**src/rtl/alpha_ramp_pkg.sv**
```systemverilog
// Shared definitions for the alpha ramp controller: key bit positions,
// the per-key repeat FSM state encoding and a counter width helper.
package alpha_ramp_pkg;

    localparam int KEY_DN   = 0;
    localparam int KEY_UP   = 1;
    localparam int KEY_MODE = 2;

    typedef enum logic [1:0] {
        RPT_IDLE   = 2'd0,
        RPT_HOLD   = 2'd1,
        RPT_REPEAT = 2'd2
    } rpt_state_e;

    // Bits needed for a down-counter that is loaded with at most max(a,b)-1.
    function automatic int cnt_width(input int a, input int b);
        int m;
        m = (a > b) ? a : b;
        return (m < 2) ? 1 : $clog2(m);
    endfunction

endpackage

```
**src/rtl/alpha_key_repeat.sv**
```systemverilog
// One key channel: level register, press edge detect and hold/auto-repeat
// FSM driven by a single down-counter; emits one-cycle step pulses.
//
// state      | meaning
// -----------+--------------------------------------------------------
// RPT_IDLE   | key released, or held without a qualifying press
// RPT_HOLD   | pressed, counting REPEAT_DLY held cycles before repeat
// RPT_REPEAT | auto-repeat, one step every REPEAT_PER held cycles
module alpha_key_repeat
    import alpha_ramp_pkg::*;
#(
    parameter int REPEAT_DLY = 25_000_000,
    parameter int REPEAT_PER = 2_500_000
) (
    input  logic clk,
    input  logic rst_n,
    input  logic key_n,
    input  logic clr,
    output logic press,
    output logic held,
    output logic step
);
    localparam int CNT_W = cnt_width(REPEAT_DLY, REPEAT_PER);

    logic             key_q;
    logic             key_qd;
    logic             armed;
    rpt_state_e       state;
    rpt_state_e       state_nxt;
    logic [CNT_W-1:0] cnt;
    logic [CNT_W-1:0] cnt_nxt;

    // armed only sets once a released level is seen, so a key held through
    // reset cannot produce a press when reset lifts.
    always_ff @(posedge clk) begin
        if (!rst_n) begin
            key_q  <= 1'b1;
            key_qd <= 1'b1;
            armed  <= 1'b0;
            state  <= RPT_IDLE;
            cnt    <= '0;
        end else begin
            key_q  <= key_n;
            key_qd <= key_q;
            armed  <= armed | key_n;
            state  <= state_nxt;
            cnt    <= cnt_nxt;
        end
    end

    assign held  = ~key_q;
    assign press = armed & key_qd & ~key_q;

    always_comb begin
        state_nxt = state;
        cnt_nxt   = cnt;
        step      = 1'b0;
        if (clr || !held) begin
            state_nxt = RPT_IDLE;
            cnt_nxt   = '0;
        end else begin
            case (state)
                RPT_IDLE: begin
                    if (press) begin
                        step      = 1'b1;
                        state_nxt = RPT_HOLD;
                        cnt_nxt   = CNT_W'(REPEAT_DLY - 1);
                    end
                end
                RPT_HOLD, RPT_REPEAT: begin
                    if (cnt == '0) begin
                        step      = 1'b1;
                        state_nxt = RPT_REPEAT;
                        cnt_nxt   = CNT_W'(REPEAT_PER - 1);
                    end else begin
                        cnt_nxt = cnt - CNT_W'(1);
                    end
                end
                default: begin
                    state_nxt = RPT_IDLE;
                    cnt_nxt   = '0;
                end
            endcase
        end
    end

endmodule

```
**src/rtl/alpha_ramp_ctrl.sv**
```systemverilog
// Alpha blend coefficient ramp: saturating up/down keys with auto-repeat.
// Define ALPHA_RAMP_FADE_EN to build in the mode key and triangle auto-fade.
module alpha_ramp_ctrl
    import alpha_ramp_pkg::*;
#(
    parameter int ALPHA_W    = 9,
    parameter int ALPHA_MAX  = 256,
    parameter int ALPHA_INIT = 127,
    parameter int STEP       = 1,
    parameter int REPEAT_DLY = 25_000_000,
    parameter int REPEAT_PER = 2_500_000,
    parameter int FADE_DIV   = 195_312
) (
    input  logic               clk,
    input  logic               rst_n,
    input  logic [2:0]         key_n,
    output logic [ALPHA_W-1:0] alpha_data,
    output logic [ALPHA_W-1:0] alpha_inv,
    output logic               alpha_vld,
    output logic               fade_on
);
    localparam int                 W1     = ALPHA_W + 1;
    localparam logic [W1-1:0]      MAX_W  = W1'(ALPHA_MAX);
    localparam logic [W1-1:0]      STEP_W = W1'(STEP);
    localparam logic [ALPHA_W-1:0] MAX_A  = ALPHA_W'(ALPHA_MAX);

    logic               press_up, press_dn;
    logic               held_up, held_dn;
    logic               step_up, step_dn;
    logic               both_held;
    logic               do_up, do_dn;
    logic [ALPHA_W-1:0] alpha_nxt;

    // One extra bit so overflow past ALPHA_MAX and borrow below 0 are visible.
    function automatic logic [ALPHA_W-1:0] sat_up(input logic [ALPHA_W-1:0] a);
        logic [W1-1:0] sum;
        sum = {1'b0, a} + STEP_W;
        return (sum > MAX_W) ? MAX_A : sum[ALPHA_W-1:0];
    endfunction

    function automatic logic [ALPHA_W-1:0] sat_dn(input logic [ALPHA_W-1:0] a);
        logic [W1-1:0] diff;
        diff = {1'b0, a} - STEP_W;
        return diff[ALPHA_W] ? '0 : diff[ALPHA_W-1:0];
    endfunction

    assign both_held = held_up & held_dn;

    alpha_key_repeat #(
        .REPEAT_DLY (REPEAT_DLY),
        .REPEAT_PER (REPEAT_PER)
    ) u_key_up (
        .clk   (clk),
        .rst_n (rst_n),
        .key_n (key_n[KEY_UP]),
        .clr   (both_held),
        .press (press_up),
        .held  (held_up),
        .step  (step_up)
    );

    alpha_key_repeat #(
        .REPEAT_DLY (REPEAT_DLY),
        .REPEAT_PER (REPEAT_PER)
    ) u_key_dn (
        .clk   (clk),
        .rst_n (rst_n),
        .key_n (key_n[KEY_DN]),
        .clr   (both_held),
        .press (press_dn),
        .held  (held_dn),
        .step  (step_dn)
    );

`ifdef ALPHA_RAMP_FADE_EN
    localparam int FADE_W = cnt_width(FADE_DIV, 1);

    logic              mode_q, mode_qd, mode_arm;
    logic              mode_press;
    logic              manual_act;
    logic              fade_dir;
    logic              fade_tick;
    logic [FADE_W-1:0] fade_cnt;

    assign mode_press = mode_arm & mode_qd & ~mode_q;
    assign manual_act = press_up | press_dn | step_up | step_dn;
    assign fade_tick  = fade_on & (fade_cnt == '0) & ~manual_act;
    assign do_up      = (step_up & ~step_dn) | (fade_tick & fade_dir);
    assign do_dn      = (step_dn & ~step_up) | (fade_tick & ~fade_dir);

    // Direction flips on the tick that lands on an endpoint, so each
    // endpoint is held for exactly one fade period like any other value.
    always_ff @(posedge clk) begin
        if (!rst_n) begin
            mode_q   <= 1'b1;
            mode_qd  <= 1'b1;
            mode_arm <= 1'b0;
            fade_on  <= 1'b0;
            fade_dir <= 1'b1;
            fade_cnt <= '0;
        end else begin
            mode_q   <= key_n[KEY_MODE];
            mode_qd  <= mode_q;
            mode_arm <= mode_arm | key_n[KEY_MODE];
            if (press_up || press_dn) begin
                fade_on <= 1'b0;
            end else if (mode_press) begin
                fade_on <= ~fade_on;
            end
            if (mode_press && !fade_on) begin
                fade_cnt <= FADE_W'(FADE_DIV - 1);
            end else if (fade_on) begin
                fade_cnt <= (fade_cnt == '0) ? FADE_W'(FADE_DIV - 1) : fade_cnt - FADE_W'(1);
            end
            if (fade_tick) begin
                if (fade_dir && alpha_nxt == MAX_A) begin
                    fade_dir <= 1'b0;
                end else if (!fade_dir && alpha_nxt == '0) begin
                    fade_dir <= 1'b1;
                end
            end
        end
    end
`else
    logic unused_fade;

    assign unused_fade = key_n[KEY_MODE] | press_up | press_dn | (FADE_DIV == 0);
    assign fade_on     = 1'b0;
    assign do_up       = step_up & ~step_dn;
    assign do_dn       = step_dn & ~step_up;
`endif

    always_comb begin
        alpha_nxt = alpha_data;
        if (do_up) begin
            alpha_nxt = sat_up(alpha_data);
        end else if (do_dn) begin
            alpha_nxt = sat_dn(alpha_data);
        end
    end

    always_ff @(posedge clk) begin
        if (!rst_n) begin
            alpha_data <= ALPHA_W'(ALPHA_INIT);
            alpha_inv  <= ALPHA_W'(ALPHA_MAX - ALPHA_INIT);
            alpha_vld  <= 1'b0;
        end else begin
            alpha_data <= alpha_nxt;
            alpha_inv  <= MAX_A - alpha_nxt;
            alpha_vld  <= (alpha_nxt != alpha_data);
        end
    end

endmodule

```
**config.mk**
```make
export PLATFORM = sky130hd
export DESIGN_NAME = alpha_ramp_ctrl
export DESIGN_NICKNAME = d
export VERILOG_FILES = /design/src/rtl/alpha_ramp_pkg.sv /design/src/rtl/alpha_key_repeat.sv /design/src/rtl/alpha_ramp_ctrl.sv
export SDC_FILE = /design/constraint.sdc
export NUM_CORES = 1
export LEC_CHECK = 0
export CORE_ASPECT_RATIO = 0.75
export CORE_MARGIN = 1
export CORE_UTILIZATION = 30
export CTS_CLUSTER_DIAMETER = 50
export CTS_CLUSTER_SIZE = 14
export DETAILED_ROUTE_END_ITERATION = 10
export GPL_ROUTABILITY_DRIVEN = 0
export PLACE_DENSITY = 0.55
export SLEW_MARGIN = 0
export SYNTH_ARGS = -nofsm -noshare
export SYNTH_HDL_FRONTEND = slang
export SYNTH_SLANG_ARGS = --single-unit
```
**constraint.sdc**
```tcl
create_clock -name clk -period 5.7 [get_ports clk]
set_clock_uncertainty 0.05 [all_clocks]
set_input_delay 0.57 -clock clk [delete_from_list [all_inputs] [get_ports clk]]
set_output_delay 0.57 -clock clk [all_outputs]
set_load 0.01 [all_outputs]
```
# Word-level counts from Yosys, hierarchy flattened
# Cells that the tools add are included.
dict set report classes {
  reduce_logical 12
  div_mod_pow 0
  bitwise 14
  mul 0
  n_shift 0
  n_addsub 5
  n_eq_ne 9
  order_cmp 1
  n_mux 24
}
# cell count
set op_table {}
lappend op_table {{$mux W25} 4}
lappend op_table {{$pmux W25 S2} 2}
lappend op_table {{$logic_not A25 Y1} 2}
lappend op_table {{$sub A25 B1 Y25 const B} 2}
lappend op_table {{$mux W9} 4}
lappend op_table {{$add A9 B1 Y10 const B} 1}
lappend op_table {{$gt A10 B9 Y1 const B} 1}
lappend op_table {{$sub A9 B1 Y10 const B} 1}
lappend op_table {{$ne A9 B9 Y1} 1}
lappend op_table {{$sub A9 B9 Y9 const A} 1}
lappend op_table {{$mux W2} 4}
lappend op_table {{$pmux W2 S2} 2}
lappend op_table {{$reduce_or A2 Y1} 4}
lappend op_table {{$and A1 B1 Y1} 7}
lappend op_table {{$mux W1} 6}
lappend op_table {{$not A1 Y1} 5}
lappend op_table {{$eq A2 B1 Y1 const B} 2}
lappend op_table {{$eq A2 B2 Y1 const B} 2}
lappend op_table {{$logic_not A2 Y1} 2}
lappend op_table {{$ne A2 B1 Y1 const B} 2}
lappend op_table {{$ne A2 B2 Y1 const B} 2}
lappend op_table {{$pmux W1 S2} 2}
lappend op_table {{$reduce_and A2 Y1} 2}
lappend op_table {{$logic_or A1 B1 Y1} 2}
lappend op_table {{$or A1 B1 Y1} 2}
dict set report word_totals {
  out_inout_bits 20
  mem_count 0
  elab_cells 78
  mem_bits_ro 0
  latch_bits 0
  reg_bits 79
  inputBits 5
  mem_bits_rw 0
}

# Longest topological paths before layout
# Gate-level depths: netlist (run 1).
dict set report depth {
  depth_word 10
  ltp_mapped 12
  mapped_depth_nobuf 11
}

# Cells and area by module
# Synthesis (run 1) repeated with hierarchy kept, for this count alone.
dict set report unflattened {
  hier_cells 651
  hier_area_um2 5109.9
}
# module n_inst area_each_um2 seq_area_each_um2 cells_each
set modules_own_cells {}
lappend modules_own_cells {alpha_key_repeat 2 1790.5 600.6 222}
lappend modules_own_cells {alpha_ramp_ctrl 1 1529.0 360.3 207}

# Worst setup path before layout (run 1)
# Ideal clock, no wire load.
dict set report synth_timing {
  path_type {flip-flop to flip-flop}
  startpoint {register u_key_dn.state[0]}
  endpoint {register alpha_inv[8]}
  synth_period_minus_slack_ps 3106
  required_ps 5529
  arrival_ps 2935
  path_buffers 2
  stages_incl_launch_ff 12
  setup_ps 121
  path_slack_ps 2594
  cell_sequence {dfxtp_1 -> ha_1 -> or3b_1 -> buf_6 -> o32a_4 -> buf_6 -> and3_4 -> a311oi_4 -> ha_1 -> nand2_1 -> nor4b_1 -> mux2_2}
}
dict set report synth_between {
  elab_chain_len 8
  elab_cells_between_ends 12
  cone_classes {add/sub (1); eq/ne (2); mux (4); bitwise (3); reduce/logical (2)}
}
# item line_no
set synth_lines {}
lappend synth_lines {{start: declaration} alpha_key_repeat.sv:28} ;# rpt_state_e state;
lappend synth_lines {{start signal: assignment} alpha_key_repeat.sv:46} ;# state <= state_nxt;
lappend synth_lines {{$eq A2 B1 Y1 / $eq A2 B2 Y1 (equally long branches)} alpha_key_repeat.sv:62} ;# case (state)
lappend synth_lines {{$reduce_or A2 Y1} alpha_key_repeat.sv:62}
lappend synth_lines {{$pmux W1 S2 *} alpha_key_repeat.sv:62}
lappend synth_lines {{$mux W1 *} alpha_key_repeat.sv:58} ;# if (clr || !held) begin
lappend synth_lines {{$and A1 B1 Y1 / $not A1 Y1 (equally long branches)} {alpha_ramp_ctrl.sv:130, alpha_ramp_ctrl.sv:129}}
lappend synth_lines {{$mux W9 / $and A1 B1 Y1 (equally long branches)} {alpha_ramp_ctrl.sv:137, alpha_ramp_ctrl.sv:129}}
lappend synth_lines {{$mux W9 *} alpha_ramp_ctrl.sv:135} ;# if (do_up) begin
lappend synth_lines {{$sub A9 B9 Y9 *} alpha_ramp_ctrl.sv:149} ;# alpha_inv <= MAX_A - alpha_nxt;
lappend synth_lines {{end signal: assignment} alpha_ramp_ctrl.sv:145} ;# alpha_inv <= ALPHA_W'(ALPHA_MAX - ALPHA_INIT);
lappend synth_lines {{end signal: assignment} alpha_ramp_ctrl.sv:149}
lappend synth_lines {{end: declaration} alpha_ramp_ctrl.sv:18} ;# output logic [ALPHA_W-1:0] alpha_inv,
# Mark *: on every way between the ends. The rest lies on a longest branch, timed or not.
# A chain may end at the register's enable or synchronous reset.

# Worst setup path after layout (run 1)
dict set report layout_timing {
  startpoint {register u_key_up.state[0]}
  endpoint {register alpha_inv[8]}
}
dict set report layout_between {
  elab_chain_len 9
  elab_cells_between_ends 12
  cone_classes {add/sub (1); eq/ne (2); mux (4); bitwise (3); reduce/logical (2)}
}
# item line_no
set layout_lines {}
lappend layout_lines {{start: declaration} alpha_key_repeat.sv:28}
lappend layout_lines {{start signal: assignment} alpha_key_repeat.sv:46}
lappend layout_lines {{$eq A2 B1 Y1 / $eq A2 B2 Y1 (equally long branches)} alpha_key_repeat.sv:62}
lappend layout_lines {{$reduce_or A2 Y1} alpha_key_repeat.sv:62}
lappend layout_lines {{$pmux W1 S2 *} alpha_key_repeat.sv:62}
lappend layout_lines {{$mux W1 *} alpha_key_repeat.sv:58}
lappend layout_lines {{$not A1 Y1} alpha_ramp_ctrl.sv:130} ;# assign do_dn = step_dn & ~step_up;
lappend layout_lines {{$and A1 B1 Y1} alpha_ramp_ctrl.sv:130}
lappend layout_lines {{$mux W9} alpha_ramp_ctrl.sv:137} ;# end else if (do_dn) begin
lappend layout_lines {{$mux W9 *} alpha_ramp_ctrl.sv:135}
lappend layout_lines {{$sub A9 B9 Y9 *} alpha_ramp_ctrl.sv:149}
# Marks and branches as above.

==> impl_metrics.env, run 1 <==
export IMPL_wl_per_cell_um=15.8
export IMPL_powerDensity_mw_per_mm2=242
export IMPL_rows=38
export IMPL_io_pins=25
export IMPL_grtUsageMet1=0.226
export IMPL_clock_sinks=78
export IMPL_fin_ws_ns=1.95
export IMPL_dpl_worst_slack_ns=2.04
export IMPL_synth_nets=617
export IMPL_die_area_mm2=0.0159
export IMPL_track_usage=0.161
export IMPL_ys_ff_latch=78
export IMPL_grt_max_degree=28
export IMPL_endpoint="alpha_inv[8]$_SDFF_PN0_"
export IMPL_seq_area_frac_synth=0.337
export IMPL_yosysUniqueCellTypes=69
export IMPL_setup_viol_count_final=0
export IMPL_syn_cell_area_mm2=0.00463
export IMPL_grt_use_met2=0.253
export IMPL_grt_pass1_wl_mm=20.5
export IMPL_syn_mean_instance_area_um2=7.70
export IMPL_finalHoldViolations=0
export IMPL_multiInputGateArea_mm2=0.00285
export IMPL_critPathLaunch="u_key_up.state[0]$_SDFFE_PP0P_"
export IMPL_fin_setup_tns_ns=0
export IMPL_max_slew_margin=0.296
export IMPL_dpl_instance_area_mm2=0.00496
export IMPL_clk_pin_slew_ns=0.06
export IMPL_switching_share=0.246
export IMPL_antennaDiodeCount=0
export IMPL_ant_nets=0
export IMPL_drc=0
export IMPL_clk_path_buf_depth=2
export IMPL_timing_rr_start="u_key_up.state[0]$_SDFFE_PP0P_"
export IMPL_synth_edf_count=0
export IMPL_cts_buffers=9
export IMPL_cts_repair_resize_count=0
export IMPL_r2r_slack_ns=1.95
export IMPL_rr_endpoint="alpha_inv[8]$_SDFF_PN0_"
export IMPL_fin_area_mm2=0.00526
export IMPL_grt_pass1_vias=4057
export IMPL_grt_busiest_layer="met2"
export IMPL_p_comb_frac=0.095
export IMPL_start_kind="flop"
export IMPL_yosys_warnings=0
export IMPL_status="complete, no violations"
export IMPL_pwr_share_clk=0.462
export IMPL_ctsHoldBuffers=0
export IMPL_cts_tree="built"
export IMPL_via_count=4522
export IMPL_fmax_mhz=267
export IMPL_cp_slowest_cell="o21a_1"
export IMPL_drv_slew=0
export IMPL_io_buffers=22
export IMPL_areaGrowthSynthToFinish_pct=13.6
export IMPL_firstDrtPassIters=5
export IMPL_start_util=0.313
export IMPL_drt_wl_total_mm=12.8
export IMPL_path_class="reg2reg"
export IMPL_cpPeakStageDelay_ns=0.42
export IMPL_syn_inst=601
export IMPL_rsz0062_at_grt="false"
export IMPL_dpl_hpwl_mm=8.64
export IMPL_fin_crit_sh=0.658
export IMPL_viasPerCell=5.62
export IMPL_die_x_um=145
export IMPL_drive_gt1_frac=0.0760
export IMPL_cp_arrival_ns=3.92
export IMPL_p_switching_mw=0.313
export IMPL_hp_class="reg2reg"
export IMPL_cts_max_level=3
export IMPL_fillers=1519
export IMPL_clock_latency_ns=0.33
export IMPL_drt_initial_drc_count=397
export IMPL_coreArea_mm2=0.0148
export IMPL_p_int_mw=0.958
export IMPL_timing_final_crit_period_ns=3.75
export IMPL_maxCapViolations=0
export IMPL_whs_ns=0.451
export IMPL_power_leakage_nw=1.87
export IMPL_crit_top_cell="ha_1"
export IMPL_die_y_um=110
export IMPL_ff2ff_path_depth=11
export IMPL_cp_max_fo=15
export IMPL_antenna_found_initial=0
export IMPL_synth_flop_cell="dfxtp_1"
export IMPL_num_nets_final=616
export IMPL_use_met3=0.0286
export IMPL_synthArstFlopShare=0
export IMPL_grt_overflow=0
export IMPL_tightest_slew_ns=1.05
export IMPL_seqPwrFrac=0.442
export IMPL_cp_cell_sequence="inv_1 > ha_1 > nor4bb_1 > nand4b_1 > o21a_1 > and3_4 > a311oi_4 > ha_1 > nand2_1 > nor4b_1 > mux2_2"
export IMPL_endpoint_kind="flop"
export IMPL_power_mw=1.27
export IMPL_post_cts_buffers=0
export IMPL_irDropWorstVdd_v=0.000157
export IMPL_root_buffer="clkbuf_16"
export IMPL_cp_required_ns=5.87
export IMPL_register_area_mm2=0.00156
state kept, by name, summed over array words and instances, names as in the netlist:
register / count
u_key_up.state: 2
u_key_dn.state: 2
u_key_dn.armed: 1
u_key_up.key_qd: 1
u_key_dn.key_q: 1
u_key_up.armed: 1
u_key_up.cnt: 25
alpha_vld: 1
u_key_up.key_q: 1
u_key_dn.cnt: 25
u_key_dn.key_qd: 1
alpha_data: 9
alpha_inv: 8
kinds of logic (layout without fill, tap and decap cells):
logic type,count (synthesis),after routing,share of synthesized area
flip-flops,78,78,0.337
buffers and inverters,51,55,0.0473
multiplexers,5,5,0.0111
other,1,1,0.000810
XOR/XNOR,15,15,0.0284
AO/OA/AOI/OAI,169,169,0.226
adder cells (fa/ha/maj),11,11,0.0297
AND/OR/NAND/NOR,271,271,0.320
power groups by stage:
stage                     logic (mW)  registers, mW  clock network, mW
after floorplan               0.0889          0.571                  0
after global placement         0.117          0.574                  0
after detailed placement       0.119          0.574                  0
after CTS                      0.120          0.562              0.606
after global routing           0.133          0.563              0.630
final                          0.121          0.562              0.588
cells in the mapped netlist (all sizes together) (2+ instances only):
cell type  instances  area share
ha                11       0.030
nor4              30       0.042
o221a              2      0.0049
o221ai             3      0.0057
nand3              8       0.011
or3                8       0.011
and3               6      0.0092
buf                7       0.011
nor2              50       0.041
a22oi              4      0.0065
a21o               3      0.0049
nand4b             2      0.0038
dfxtp             78        0.34
a21oi             61       0.066
or2                7      0.0095
xnor2             10       0.019
nand2b            10       0.014
and2              11       0.015
or4                8       0.013
o311a              4      0.0092
and3b              2      0.0038
o211ai             4      0.0065
clkbuf            31       0.025
a31oi             16       0.022
a311oi             2      0.0076
o22ai              3      0.0041
nor3b              7       0.011
nand3b             6       0.012
o21a               4      0.0065
nor3              27       0.029
mux2i              4      0.0086
xor2               5      0.0095
o21ai             52       0.058
or4b               3      0.0065
inv               13       0.011
nand4             10       0.014
nor2b              3      0.0041
nand2             65       0.053
nor4b              3      0.0070
worst max-delay path: cells and delay by family (launching register included):
kind	cells	cell delay, ns
AO/OA/AOI/OAI	2	0.79
AND/OR/NAND/NOR	5	1.31
flip-flops	1	0.36
multiplexers	1	0.37
adder cells (fa/ha/maj)	2	0.70
buffers and inverters	1	0.05
metal layers:
metal | vias to the layer above | wire length [um] | part of all wire
met5 | - | 0 | 0
met4 | 0 | 116 | 0.0091
met3 | 12 | 646 | 0.051
met2 | 133 | 5560 | 0.44
met1 | 2166 | 6430 | 0.50
li1 | 2211 | - | -
metrics by stage:
| stage | cells | util |
|---|---|---|
| after floorplan | 601 | - |
| after global placement | 789 | 0.336 |
| after detailed placement | 789 | 0.336 |
| after CTS | 805 | 0.356 |
| after global routing | 805 | 0.356 |
| final | 805 | 0.356 |
layout make-up:
type                       count  share of cell area
sequential                    78               0.297
timing repair buffer          26              0.0476
clock buffer                  12              0.0487
clock inverter                 4             0.00856
inverter                      13             0.00927
tap                          200              0.0476
multi-input combinational    472               0.542
worst min-delay path by stage:
stage | slack, ns | cells after the start | from | endpoint
3_5_place_dp | 0.44 | 2 | u_key_up.cnt[17]$_SDFFE_PP0P_ | u_key_up.cnt[17]$_SDFFE_PP0P_
2_1_floorplan | 0.41 | 1 | u_key_up.armed$_SDFF_PN0_ | u_key_up.armed$_SDFF_PN0_
5_1_grt | 0.48 | 1 | u_key_up.armed$_SDFF_PN0_ | u_key_up.armed$_SDFF_PN0_
3_3_place_gp | 0.42 | 2 | u_key_up.cnt[17]$_SDFFE_PP0P_ | u_key_up.cnt[17]$_SDFFE_PP0P_
4_1_cts | 0.45 | 1 | u_key_up.armed$_SDFF_PN0_ | u_key_up.armed$_SDFF_PN0_
6_report | 0.45 | 1 | u_key_up.armed$_SDFF_PN0_ | u_key_up.armed$_SDFF_PN0_
placed cells by master (no fill, tap or decap), types with 13 or more instances in the layout:
master	Yosys	layout
a21oi_1	61	61
a31oi_1	16	16
clkdlybuf4s50_1	0	22
dfxtp_1	78	78
inv_1	13	13
nand2_1	65	65
nor2_1	50	50
nor3_1	27	27
nor4_1	29	29
o21ai_0	49	49
(Power assumes the default switching activity.)
==> inputs of run 2 (changes only) <==
==> constraint.sdc (replaced) <==
create_clock -name clk -period 3.9 [get_ports clk]
set_clock_uncertainty 0.05 [all_clocks]
set_input_delay 0.39 -clock clk [delete_from_list [all_inputs] [get_ports clk]]
set_output_delay 0.39 -clock clk [all_outputs]
set_load 0.01 [all_outputs]
==> run 2 against run 1 <==
  * Cell area increased by 2.3%
  * Global-route usage increased by 0.21 points
  * Sequential power increased by 46%
  * Maximum frequency increased by 9.4%
  * Clock power increased by 63%
  * Critical path depth decreased by 1
  * Worst hold slack got worse by 0.0073 ns
  * Routed wire length decreased by 2.9%
  * Sequential share of layout area decreased by 0.66 points
  * Power increased by 54%
  * Via count about the same
  * Critical path type unchanged
  * Largest power group unchanged
==> impl_metrics.env, run 2 (same netlist as run 1, synthesis figures left out) <==
export IMPL_clk_path_buf_depth=2
export IMPL_max_slew_margin=0.448
export IMPL_timing_final_crit_period_ns=3.43
export IMPL_via_count=4521
export IMPL_drive_gt1_frac=0.0925
export IMPL_cp_max_fo=11
export IMPL_path_class="reg2reg"
export IMPL_firstDrtPassIters=4
export IMPL_io_buffers=22
export IMPL_num_nets_final=627
export IMPL_rows=38
export IMPL_grt_overflow=0
export IMPL_drt_wl_total_mm=12.4
export IMPL_top_regs="u_key_dn.cnt x25, u_key_up.cnt x25, alpha_data x9"
export IMPL_track_usage=0.163
export IMPL_cts_repair_resize_count=0
export IMPL_fin_setup_tns_ns=0
export IMPL_die_area_mm2=0.0159
export IMPL_post_cts_buffers=0
export IMPL_fmax_mhz=292
export IMPL_maxCapViolations=0
export IMPL_drt_initial_drc_count=390
export IMPL_fillers=1534
export IMPL_start_util=0.313
export IMPL_finalHoldViolations=0
export IMPL_dpl_instance_area_mm2=0.00504
export IMPL_grt_pass1_wl_mm=21.1
export IMPL_wl_per_cell_um=15.2
export IMPL_die_x_um=145
export IMPL_cp_arrival_ns=3.61
export IMPL_areaGrowthSynthToFinish_pct=16.2
export IMPL_coreArea_mm2=0.0148
export IMPL_cts_max_level=3
export IMPL_power_leakage_nw=1.92
export IMPL_io_pins=25
export IMPL_antenna_found_initial=0
export IMPL_antennaDiodeCount=0
export IMPL_irDropWorstVdd_v=0.000215
export IMPL_grt_max_degree=28
export IMPL_setup_viol_count_final=0
export IMPL_ant_nets=0
export IMPL_root_buffer="clkbuf_16"
export IMPL_endpoint_kind="flop"
export IMPL_fin_area_mm2=0.00538
export IMPL_ctsHoldBuffers=0
export IMPL_drc=0
export IMPL_start_kind="flop"
export IMPL_final_common_cell="dfxtp_1"
export IMPL_tightest_slew_ns=0.829
export IMPL_cts_buffers=9
export IMPL_r2r_slack_ns=0.47
export IMPL_drv_slew=0
export IMPL_clock_sinks=78
export IMPL_rsz0062_at_grt="false"
export IMPL_powerDensity_mw_per_mm2=365
export IMPL_fin_crit_sh=0.879
export IMPL_final_cell_mix="78 x dfxtp_1, 65 x nand2_1, 61 x a21oi_1"
export IMPL_viasPerCell=5.54
export IMPL_cp_required_ns=4.08
export IMPL_hp_class="reg2reg"
export IMPL_clock_latency_ns=0.34
export IMPL_die_y_um=110
export IMPL_clk_pin_slew_ns=0.06
export IMPL_dpl_hpwl_mm=8.46
export IMPL_status="complete, no violations"
export IMPL_grt_pass1_vias=4141
export IMPL_cts_tree="built"
run 2: per-stage QoR:
step                worst slack [ns]  instances  total power, mW  hold slack (ns)   util
finish                         0.472        816             1.96            0.444  0.364
global route                   0.299        816             2.05            0.471  0.364
CTS                            0.514        816             1.99            0.439  0.364
detailed placement             0.508        800             1.02            0.431  0.341
global placement               0.527        800             1.02            0.424  0.341
floorplan                      0.794        601            0.964            0.406      -
run 2: final cells by class:
| type | instances | area, um2 | share of cell area |
|---|---|---|---|
| clock buffer | 10 | 229 | 0.0425 |
| clock inverter | 6 | 110 | 0.0205 |
| inverter | 13 | 48.8 | 0.00907 |
| timing repair buffer | 37 | 333 | 0.0618 |
| multi-input combinational | 472 | 2850 | 0.530 |
| sequential | 78 | 1560 | 0.290 |
| tap | 200 | 250 | 0.0465 |
run 2: final timing paths:
kind | depth (start not counted) | end | startpoint
setup / recovery | 10 | alpha_inv[8]$_SDFF_PN0_ | alpha_data[0]$_SDFF_PN1_
hold / removal | 2 | u_key_up.cnt[17]$_SDFFE_PP0P_ | u_key_up.cnt[17]$_SDFFE_PP0P_
setup reg to reg | 10 | alpha_inv[8]$_SDFF_PN0_ | alpha_data[0]$_SDFF_PN1_
hold reg to reg | 2 | u_key_up.cnt[17]$_SDFFE_PP0P_ | u_key_up.cnt[17]$_SDFFE_PP0P_
run 2: power by group:
part	switching [mW]	total (mW)	internal, mW
Sequential	0.0127	0.820	0.807
Clock	0.335	0.960	0.624
Combinational	0.114	0.183	0.0694
run 2: metal layers:
| layer | global-route usage | routed length, um | up-vias |
|---|---|---|---|
| met2 | 0.245 | 5240 | 107 |
| met5 | 0 | 0 | - |
| met1 | 0.235 | 6520 | 2175 |
| met3 | 0.0320 | 476 | 13 |
| met4 | 0.0451 | 140 | 0 |
| li1 | - | - | 2226 |
run 2: worst max-delay path, stage by stage (launching register included):
cell and delay, ns:
dfxtp_1 0.58, ha_1 0.31, nand3_1 0.14, or4b_2 0.71, nand2_1 0.24, a21o_1 0.26
a31oi_1 0.22, ha_1 0.35, nand2_1 0.12, nor4b_1 0.06, mux2_2 0.28
